==> config.mk <==
export PLATFORM = sky130hd
export DESIGN_NAME = bit_count_scheduler
export DESIGN_NICKNAME = d
export VERILOG_FILES = /design/src/rtl/bit_count_scheduler.sv
export SDC_FILE = /design/constraint.sdc
export NUM_CORES = 1
export LEC_CHECK = 0
export ABC_AREA = 1
export CAP_MARGIN = 15
export CELL_PAD_IN_SITES_DETAIL_PLACEMENT = 1
export CELL_PAD_IN_SITES_GLOBAL_PLACEMENT = 1
export CORE_MARGIN = 5
export CORE_UTILIZATION = 32
export CTS_CLUSTER_SIZE = 28
export DETAILED_ROUTE_END_ITERATION = 8
export GPL_TIMING_DRIVEN = 0
export PLACE_DENSITY_LB_ADDON = 0.15
export SLEW_MARGIN = 0
export SYNTH_ARGS = -nofsm -noshare
export SYNTH_HDL_FRONTEND = slang
export SYNTH_SLANG_ARGS = --single-unit
==> constraint.sdc <==
create_clock -name clk -period 2.6 [get_ports clk]
set_input_delay 0.52 -clock clk [delete_from_list [all_inputs] [get_ports clk]]
set_output_delay 0.52 -clock clk [all_outputs]
set_load 0.05 [all_outputs]
==> src/rtl/bit_count_scheduler.sv <==
// Round-robin arbiter sharing one bit_counter among NUM_REQ requesters; grant -> LOAD -> RUN -> DRAIN -> IDLE.
// Optional RUN watchdog enabled by defining BIT_SCHED_TIMEOUT_EN (times out after TIMEOUT_CYCLES, acks with err=1).
module bit_count_scheduler #(
    parameter int NUM_REQ        = 4,
    parameter int ID_W           = $clog2(NUM_REQ),
    parameter int TIMEOUT_CYCLES = 32
) (
    input  logic                 clk,
    input  logic                 reset_n,
    input  logic [NUM_REQ-1:0]   req,
    input  logic [NUM_REQ*8-1:0] req_data,
    output logic [NUM_REQ-1:0]   ack,
    output logic [3:0]           result,
    output logic [ID_W-1:0]      resp_id,
    output logic                 err,
    output logic                 busy,
    output logic                 cnt_start,
    output logic [7:0]           cnt_in,
    input  logic                 cnt_done,
    input  logic [3:0]           cnt_result
);

    typedef enum logic [1:0] {
        IDLE  = 2'd0,
        LOAD  = 2'd1,
        RUN   = 2'd2,
        DRAIN = 2'd3
    } state_t;

    state_t state;
    state_t state_nxt;

    logic [ID_W-1:0]    last;
    logic [ID_W-1:0]    last_nxt;
    logic [ID_W-1:0]    gnt_id;
    logic [ID_W-1:0]    gnt_id_nxt;
    logic [ID_W-1:0]    pick_id;
    logic               pick_vld;
    logic [7:0]         pick_op;
    logic               tmo_hit;

    logic [NUM_REQ-1:0] ack_nxt;
    logic [3:0]         result_nxt;
    logic [ID_W-1:0]    resp_id_nxt;
    logic               err_nxt;
    logic               busy_nxt;
    logic               cnt_start_nxt;
    logic [7:0]         cnt_in_nxt;

    // First requester at or after last+1, wrapping; lower offsets win.
    always_comb begin
        logic [ID_W-1:0] cand;
        pick_vld = 1'b0;
        pick_id  = last;
        cand     = '0;
        for (int i = 1; i <= NUM_REQ; i++) begin
            cand = ID_W'((int'(last) + i) % NUM_REQ);
            if (!pick_vld && req[cand]) begin
                pick_vld = 1'b1;
                pick_id  = cand;
            end
        end
    end

    always_comb begin
        pick_op = 8'h00;
        for (int i = 0; i < NUM_REQ; i++) begin
            if (pick_id == ID_W'(i)) begin
                pick_op = req_data[i*8 +: 8];
            end
        end
    end

`ifdef BIT_SCHED_TIMEOUT_EN
    localparam int TMO_W = $clog2(TIMEOUT_CYCLES + 1);

    logic [TMO_W-1:0] tmo_cnt;

    // Cleared while in LOAD so the count starts at zero on RUN entry.
    always_ff @(posedge clk or negedge reset_n) begin
        if (!reset_n) begin
            tmo_cnt <= '0;
        end else if (state == RUN) begin
            tmo_cnt <= tmo_cnt + 1'b1;
        end else begin
            tmo_cnt <= '0;
        end
    end

    assign tmo_hit = (state == RUN) && !cnt_done &&
                     (tmo_cnt == TMO_W'(TIMEOUT_CYCLES - 1));
`else
    assign tmo_hit = 1'b0;
`endif

    always_ff @(posedge clk or negedge reset_n) begin
        if (!reset_n) begin
            state <= IDLE;
        end else begin
            state <= state_nxt;
        end
    end

    always_comb begin
        state_nxt = state;
        case (state)
            IDLE:  if (pick_vld) state_nxt = LOAD;
            LOAD:  state_nxt = RUN;
            RUN:   if (cnt_done || tmo_hit) state_nxt = DRAIN;
            DRAIN: if (!cnt_done) state_nxt = IDLE;
            default: state_nxt = IDLE;
        endcase
    end

    always_comb begin
        last_nxt      = last;
        gnt_id_nxt    = gnt_id;
        cnt_in_nxt    = cnt_in;
        cnt_start_nxt = 1'b0;
        ack_nxt       = '0;
        result_nxt    = result;
        resp_id_nxt   = resp_id;
        err_nxt       = 1'b0;
        busy_nxt      = (state_nxt != IDLE);
        case (state)
            IDLE: begin
                if (pick_vld) begin
                    gnt_id_nxt = pick_id;
                    last_nxt   = pick_id;
                    cnt_in_nxt = pick_op;
                end
            end
            LOAD: begin
                cnt_start_nxt = 1'b1;
            end
            RUN: begin
                if (cnt_done) begin
                    ack_nxt     = NUM_REQ'(1) << gnt_id;
                    result_nxt  = cnt_result;
                    resp_id_nxt = gnt_id;
                end else if (tmo_hit) begin
                    ack_nxt     = NUM_REQ'(1) << gnt_id;
                    result_nxt  = 4'd0;
                    resp_id_nxt = gnt_id;
                    err_nxt     = 1'b1;
                end else begin
                    cnt_start_nxt = 1'b1;
                end
            end
            default: begin
            end
        endcase
    end

    always_ff @(posedge clk or negedge reset_n) begin
        if (!reset_n) begin
            last      <= ID_W'(NUM_REQ - 1);
            gnt_id    <= '0;
            cnt_in    <= 8'h00;
            cnt_start <= 1'b0;
            ack       <= '0;
            result    <= 4'd0;
            resp_id   <= '0;
            err       <= 1'b0;
            busy      <= 1'b0;
        end else begin
            last      <= last_nxt;
            gnt_id    <= gnt_id_nxt;
            cnt_in    <= cnt_in_nxt;
            cnt_start <= cnt_start_nxt;
            ack       <= ack_nxt;
            result    <= result_nxt;
            resp_id   <= resp_id_nxt;
            err       <= err_nxt;
            busy      <= busy_nxt;
        end
    end

endmodule

* After elaboration in Yosys (flattened, before gate mapping)
Index checks and enable logic that the tools add are counted.
Word-level totals: latch bits 0, memories 0, bits of input ports 43, bits in registers 26, output and inout bits 21, memory bits (writable) 0, logic and storage cells 63, ROM bits 0
Operators by class: $mul 0, eq/ne operators 6, multiplexer cells 28, reduce and logical (&&, ||, !) cells 11, shift operators 1, divide/modulo/power cells 0, $add $sub $neg 4, bitwise gates (word level) 0, $lt $le $gt $ge 4
Operators by type and width (number):
- 8-bit 2-to-1 mux | 4
- 2-bit 2-to-1 mux | 7
- 2-bit by 3-bit < comparator with 1-bit output, second input constant | 4
- 1-bit 2-to-1 mux | 9
- 1-bit binary-select mux with 2-bit select | 4
- 2-bit == test, second input constant | 4
- 4-bit 2-to-1 mux | 2
- 2-bit one-hot mux with 4 select lines | 1
- 2-bit by 1-bit adder with 2-bit output, second input constant | 2
- 2-bit adder, second input constant | 2
- 2-bit by 1-bit == test with 1-bit output, second input constant | 2
- 2-bit logical NOT | 2
- 2-bit AND reduction | 2
- 1-bit by 2-bit left shift with 4-bit output, first input constant | 1
- 1-bit logical AND | 3
- 1-bit logical NOT | 3
- 1-bit one-hot mux with 2 select lines | 1
- 2-bit nonzero test | 1

* Logic depth before layout (Yosys ltp)
Gate-level depths: netlist (run 1).
word-level depth 18, mapped depth 17, gate-level depth less buffers 16

* Least setup slack after synthesis (run 1)
OpenSTA, ideal clock, no wires.
path type reg-to-reg, start point reg last[0], end point reg cnt_in[3], setup time 0.118 ns, slack 0.738 ns, path buffers 2, period minus slack after synthesis 1.862 ns, data arrival time 1.744 ns, stages on the path, launching flop included 16, path through dfstp_2 > buf_6 > inv_8 > nand2_2 > nand2_4 > nand2_4 > nand2_4 > nor2_8 > nand3_2 > nand2_4 > nand2_4 > buf_6 > o21ai_2 > inv_1 > nand2_1 > nand2_1
On the way: longest elaborated chain between the ends 18, elaborated cells on any way between the ends 35
Ends and longest elaborated chain:
- start: declaration | RTL line 33 | logic [ID_W-1:0] last;
- start signal: assignment | RTL line 157 | last <= ID_W'(NUM_REQ - 1);
- start signal: assignment | RTL line 167 | last <= last_nxt;
- 2-bit by 1-bit adder with 2-bit output | RTL line 57 | cand = ID_W'((int'(last) + i) % NUM_REQ);
- 1-bit binary-select mux with 2-bit select | RTL line 58 | if (!pick_vld && req[cand]) begin
- 1-bit 2-to-1 mux (implied by the code) | RTL line 58
- 1-bit 2-to-1 mux | RTL line 58
- 1-bit logical NOT | RTL line 58
- 1-bit logical AND | RTL line 58
- 1-bit 2-to-1 mux | RTL line 58
- 1-bit logical NOT | RTL line 58
- 1-bit logical AND | RTL line 58
- 1-bit 2-to-1 mux | RTL line 58
- 1-bit logical NOT | RTL line 58
- 1-bit logical AND | RTL line 58
- 2-bit 2-to-1 mux | RTL line 58
- 2-bit logical NOT | RTL line 68 | if (pick_id == ID_W'(i)) begin
- 8-bit 2-to-1 mux (4 in series) | RTL line 68
- end signal: assignment | RTL line 169 | cnt_in <= cnt_in_nxt;
- end: declaration | RTL line 18 | output logic [7:0] cnt_in,
Parallel ways exist; a longest one is shown, timed or not. The select of a mux whose other input is x is not followed. A chain may end at the register's enable or synchronous reset.

* Worst setup path in the final report (run 1)
start point in req[1], end point reg cnt_in[4]
On the way: longest elaborated chain between the ends 17, elaborated cells on any way between the ends 31
Ends and longest elaborated chain:
- start: declaration | RTL line 10 | input logic [NUM_REQ-1:0] req,
- 1-bit binary-select mux with 2-bit select | RTL line 58
- 1-bit 2-to-1 mux (implied by the code) | RTL line 58
- 1-bit 2-to-1 mux | RTL line 58
- 1-bit logical NOT | RTL line 58
- 1-bit logical AND | RTL line 58
- 1-bit 2-to-1 mux | RTL line 58
- 1-bit logical NOT | RTL line 58
- 1-bit logical AND | RTL line 58
- 1-bit 2-to-1 mux | RTL line 58
- 1-bit logical NOT | RTL line 58
- 1-bit logical AND | RTL line 58
- 2-bit 2-to-1 mux | RTL line 58
- 2-bit logical NOT | RTL line 68
- 8-bit 2-to-1 mux (4 in series) | RTL line 68
Parallel ways exist; a longest one is shown, timed or not. The select of a mux whose other input is x is not followed.

==> results of run 1 <==
==> per-layer routing <==
layer  routed length, um  track usage  part of all wire
met1                2080        0.178              0.43
met2                2550        0.260              0.53
met3                 214       0.0393             0.044
met4                  10       0.0129            0.0021
met5                   0            0                 0
==> how the worst min path moves through the flow <==
| stage | end | cells after the start | start |
|---|---|---|---|
| final | ack[1] | 1 | gnt_id[1] |
| after detailed placement | ack[1] | 1 | gnt_id[1] |
| after floorplan | ack[0] | 0 | reset_n |
| after global routing | ack[0] | 1 | gnt_id[1] |
| after global placement | result[2] | 2 | result[2] |
| after CTS | ack[1] | 1 | gnt_id[1] |
==> cell usage in the layout (no fill, tap or decap) <==
cell type        instances
buf_4                    1
buf_6                    5
inv_1                   30
nand2_2                 13
conb_1                   1
dfrtp_1                 24
ha_1                     5
buf_8                    1
o21ai_1                  1
nand2_1                 83
a21oi_2                  5
nand2_4                  8
nor2_8                   1
nor2_1                   8
o21ai_0                  9
a22oi_1                  1
a21oi_1                  8
inv_8                    1
nor2_4                   1
inv_2                    2
clkdlybuf4s50_1         62
clkbuf_1                 2
nand3_1                 10
inv_4                    1
nand3_2                  4
nor3_1                   2
clkbuf_8                 3
o2111ai_2                1
o211ai_1                 1
o21ai_2                  4
nand4_1                  2
dfstp_2                  2
o31ai_1                  1
==> metrics by stage <==
stage | total power, W | instance area (um2) | worst slack [ps] | util | hold WS (ps)
after CTS | 0.00400 | 2560 | 432 | 0.468 | 471
after detailed placement | 0.00375 | 2510 | 135 | 0.459 | 462
after global placement | 0.00367 | 2500 | 198 | 0.457 | 462
after floorplan | 0.00297 | 1790 | 738 | - | 224
after global routing | 0.00434 | 2560 | 307 | 0.468 | 495
final | 0.00392 | 2560 | 439 | 0.468 | 474
==> cells in the mapped netlist <==
master      n  area share
nand3_2     4       0.022
nor2_1      8       0.017
a21oi_2     5       0.024
nand3_1    10       0.028
dfrtp_1    24        0.34
inv_8       1      0.0063
conb_1      1      0.0021
o31ai_1     1      0.0042
buf_6       5       0.031
nor2_4      1      0.0063
nand2_2    13       0.045
o2111ai_2   1      0.0084
o211ai_1    1      0.0042
nand2_1    83        0.17
inv_1      30       0.063
ha_1        5       0.035
nand4_1     2      0.0070
buf_4       1      0.0042
o21ai_2     4       0.020
dfstp_2     2       0.029
clkbuf_1    1      0.0021
o21ai_0     9       0.025
o21ai_1     1      0.0028
nor3_1      2      0.0056
nor2_8      1       0.011
inv_2       2      0.0042
a21oi_1     8       0.022
nand2_4     8       0.050
inv_4       1      0.0035
a22oi_1     1      0.0042
==> final cells by class <==
| cell class | instances | area share |
|---|---|---|
| Buffer | 7 | 0.0264 |
| Clock buffer | 4 | 0.0176 |
| Inverter | 34 | 0.0538 |
| Multi-Input combinational cell | 169 | 0.363 |
| Sequential cell | 26 | 0.255 |
| Tap cell | 72 | 0.0352 |
| Timing Repair Buffer | 63 | 0.248 |
==> cells by family after synthesis <==
family,Yosys count,share of synthesized area
other,1,0.00210
adder cells (fa/ha/maj),5,0.0350
AND/OR/NAND/NOR,132,0.367
buffers and inverters,41,0.115
AO/OA/AOI/OAI,31,0.115
flip-flops,26,0.365
==> flip-flops by register name (all words and copies together) (netlist names) <==
name and flops:
cnt_in 8, last 2, resp_id 2, result 4
cnt_start 1, state 2, ack 4, busy 1
gnt_id 2
==> power by group through the flow <==
stage | Combinational, W | Sequential (W) | Clock (W)
after floorplan | 0.00185 | 0.00112 | 0
after global placement | 0.00296 | 0.000703 | 0
after detailed placement | 0.00304 | 0.000710 | 0
after CTS | 0.00304 | 0.000708 | 0.000243
after global routing | 0.00334 | 0.000730 | 0.000267
final | 0.00298 | 0.000703 | 0.000234
==> results.yml, run 1 <==
run_status:
  status: "completed"
logic_synthesis:
  synth_warnings: 0
  ys_ff_latch: 26
  syn_inst: 236
  ys_types: 30
  synthesis.nets: 284
  yosysSeqAreaShare: 0.365
  avgSynthCellArea_um2: 7.58
  netlist_area_mm2: 0.00179
setup_path:
  startpoint_type: "primary input"
  critPathLaunch: "req[1]"
  crit_required_ps: 2770
  crit_cells: 14
  cpMaxStageDelayCell: "clkdlybuf4s50_1"
  crit_fanout: 10
  reg2reg_slack_ps: 470
  endpoint_kind: "register"
  path_delay_family: "simple AND/OR/NAND/NOR gates"
  cp.buffers_inverters: 4
  rr_startpoint: "last[0]"
  r2r-end: "cnt_in[4]"
  arrival_ps: 2330
  cp-endpoint: "cnt_in[4]"
  path_class: "primary input to register"
  slowest_delay_ps: 430
  r2r_cells: 15
  crit_chain: "clkdlybuf4s50_1 > inv_1 > nand2_1 > nand3_1 > nand2_4 > nor2_8 > nand3_2 > nand2_4 > nand2_4 > buf_6 > o21ai_2 > inv_1 > nand2_1 > nand2_1"
power:
  p_switching_w: 0.00217
  p_int_w: 0.00175
  switching_share: 0.554
  powerDensity_mw_per_mm2: 1530
  ir_worst_vdd_mv: 0.689
  p_seq_frac: 0.179
  p_leak_nw: 1.29
  clockPowerShare: 0.060
  pwr-share-comb: 0.761
clock_network:
  clock_path_buffers: 2
  cts_sinks: 26
  h-tree-depth: 1
  root_buffer: "clkbuf_8"
  cts-buffers-inserted: 3
  cts_hold_buf: 0
  cts_resized: 0
  cts_tree: "built"
  cts_setup_buffers: 0
  insertion_delay_ps: 270
  cts.clk_slew.worst_paths_ps: 90
sta:
  period_share: 0.831
  rsz0062_at_grt: "no"
  hold_viol_final: 0
  worst_pin_slew_ps: 585
  slew-limit-headroom: 0.609
  setup-violations-final: 0
  fin_crit_ps: 2160
  fin_tns_setup_ps: 0
  clock-skew-final_ps: 3.62
  report.final.slew_viol_count: 0
  max_freq_mhz: 463
route:
  remaining_drc_errors: 0
  postRouteAntennaNets: 0
  drt-wirelength-per-cell_um: 12.9
  num_vias: 1671
  drt_first_iter_violations: 42
  routed_wl_um: 4850
  dr.pass1.iters: 3
  vias_per_cell: 4.46
grt:
  grt_pass1_vias: 1808
  antenna_found_initial: 0
  grt_usage: 0.144
  grt_pass1_wl_um: 8510
  grt_max_degree: 16
  grt-ovfl-total: 0
layout:
  fill_cells: 710
  final_cell_count_no_fill: 375
  antenna_cells: 0
  syn_to_final_growth_pct: 43.1
  nets: 352
  drive_above_1_share: 0.175
  seq_area_um2: 653
  multiInputGateArea_um2: 930
floorplan:
  core_area_mm2: 0.00547
  pin_count: 64
  rows: 27
  die_h_um: 84.8
  die_w_um: 84.8
  start_util: 0.327
  die_area_mm2: 0.00718
place:
  dp_hpwl_um: 3990
  placed_cells: 371
  gp_congestion: 0.779
  portBuffers: 62
worst_hold_path:
  hold_class: "register to register"
job:
  max_cap_viol_count: 0
(Power assumes the default switching activity.)
==> run 2, diff against run 1 <==
==> constraint.sdc (replaced) <==
create_clock -name clk -period 2 [get_ports clk]
set_input_delay 0.4 -clock clk [delete_from_list [all_inputs] [get_ports clk]]
set_output_delay 0.4 -clock clk [all_outputs]
set_load 0.05 [all_outputs]
==> results.yml, run 2 (same netlist as run 1, synthesis figures left out) <==
sta:
  setup-violations-final: 7
  period_share: 1.02
  fin_crit_ps: 2040
  max_freq_mhz: 491
  slew-limit-headroom: 0.608
  report.final.slew_viol_count: 0
  fin_ws_ps: -36.3
  whs_ps: 474
  hold_viol_final: 0
  clock-skew-final_ps: 3.43
  rsz0062_at_grt: "yes"
  worst_pin_slew_ps: 587
setup_path:
  startpoint_type: "register"
  cpMaxStageDelayCell: "dfstp_2"
  arrival_ps: 2200
  crit_chain: "buf_8 > inv_8 > nand2_4 > nand2_4 > nand2_4 > nand2_8 > nor2_8 > nand3_4 > nand2_4 > buf_6 > a21oi_2 > nand2_1 > nand2_1 > nand2_1 > nand2_1"
  crit_cells: 15
  path_delay_family: "simple AND/OR/NAND/NOR gates"
  crit_fanout: 10
  cp.buffers_inverters: 3
  r2r_cells: 15
  slowest_delay_ps: 550
  crit_required_ps: 2170
  path_class: "register to register"
  endpoint_kind: "register"
grt:
  grt_usage: 0.161
  grt-ovfl-total: 0
  grt_pass1_wl_um: 9450
  antenna_found_initial: 0
  grt_pass1_vias: 1946
  grt_max_degree: 16
route:
  remaining_drc_errors: 0
  met1Wirelength_um: 2340
  routed_wl_um: 5530
  met2_length_um: 2960
  postRouteAntennaNets: 0
  drt-wirelength-per-cell_um: 14.1
  wl_met3_um: 226
  top_layer: "met4"
  drt_first_iter_violations: 32
  num_vias: 1789
  dr.pass1.iters: 4
  vias_per_cell: 4.56
place:
  gp_congestion: 0.779
  place_worst_setup_slack_ps: -345
  portBuffers: 62
  dp_hpwl_um: 3990
layout:
  syn_to_final_growth_pct: 61.9
  nets: 369
  largest_register: "cnt_in"
  top_regs: "cnt_in (8), ack (4), result (4)"
  largest_reg_flops: 8
  antenna_cells: 0
  final_common_cell: "nand2_1"
  drive_above_1_share: 0.275
  final_cell_mix: "nand2_1, clkdlybuf4s50_1, inv_1, dfrtp_1, nand2_4"
run_status:
  status: "finished with violations"
  violations: "setup timing"
clock_network:
  insertion_delay_ps: 270
  h-tree-depth: 1
  root_buffer: "clkbuf_8"
  cts_tree: "built"
  cts-buffers-inserted: 3
  cts_sinks: 26
  cts_hold_buf: 0
  clock_path_buffers: 2
  cts.clk_slew.worst_paths_ps: 90
floorplan:
  pin_count: 64
  die_area_mm2: 0.00718
  rows: 27
  core_area_mm2: 0.00547
  die_h_um: 84.8
  die_w_um: 84.8
  start_util: 0.327
worst_hold_path:
  hold_class: "register to register"
  whs_path_depth: 1
job:
  max_cap_viol_count: 0
run 2: changes by cell type in the layout (fill, tap and decap cells not counted), moves of 3 or more:
cell	before	now
nand2_4	8	16
nand2_1	83	74
buf_4	1	15
nand3_4	0	4
a21oi_1	8	4
a21oi_2	5	9
o21ai_0	9	6
run 2: metrics by stage:
stage / cell area, um2 / utilization / cells / TNS [ps]
2_1_floorplan: 1790 / - / 236 / 0
3_3_place_gp: 2500 / 0.457 / 370 / -3010
3_5_place_dp: 2510 / 0.459 / 371 / -3440
4_1_cts: 2790 / 0.511 / 388 / -26.9
5_1_grt: 2890 / 0.529 / 392 / -1290
6_report: 2890 / 0.529 / 392 / -131
run 2: layer usage:
| metal | vias up | GRT usage |
|---|---|---|
| met4 | 0 | 0.0129 |
| met1 | 856 | 0.197 |
| li1 | 900 | - |
| met3 | 2 | 0.0393 |
| met5 | - | 0 |
| met2 | 31 | 0.296 |
run 2: worst paths after layout:
path,endpoint,startpoint,slack (ps)
max,cnt_in[4],last[0],-40
min,ack[1],gnt_id[1],470
max reg2reg,cnt_in[4],last[0],-40
min reg2reg,ack[1],gnt_id[1],470
max in group asynchronous,last[1],reset_n,910
min in group asynchronous,state[0],reset_n,500
run 2: layout make-up:
class | count | area (um2)
Buffer | 7 | 75.1
Clock buffer | 4 | 45.0
Fill cell | 683 | 2580
Inverter | 34 | 145
Multi-Input combinational cell | 169 | 1080
Sequential cell | 26 | 653
Tap cell | 72 | 90.1
Timing Repair Buffer | 80 | 805
run 2: repair_timing:
item,in CTS,in global routing
resized for setup,22,21
endpoints found under the setup margin,12,14
gates cloned,1,1
pin swaps,16,8
buffers inserted,12,4
run 2: worst register-to-register path: cells and delay by family, from the launching register on:
kind | cells | cell delay (ps)
AOI/OAI and AO/OA | 1 | 60
buffers and inverters | 3 | 370
DFF | 1 | 550
and+or+nand+nor | 11 | 960
Power of run 2 is left out: the tool's default activity adds up to more than one toggle a clock period on the data nets, which glitch-free logic cannot reach.
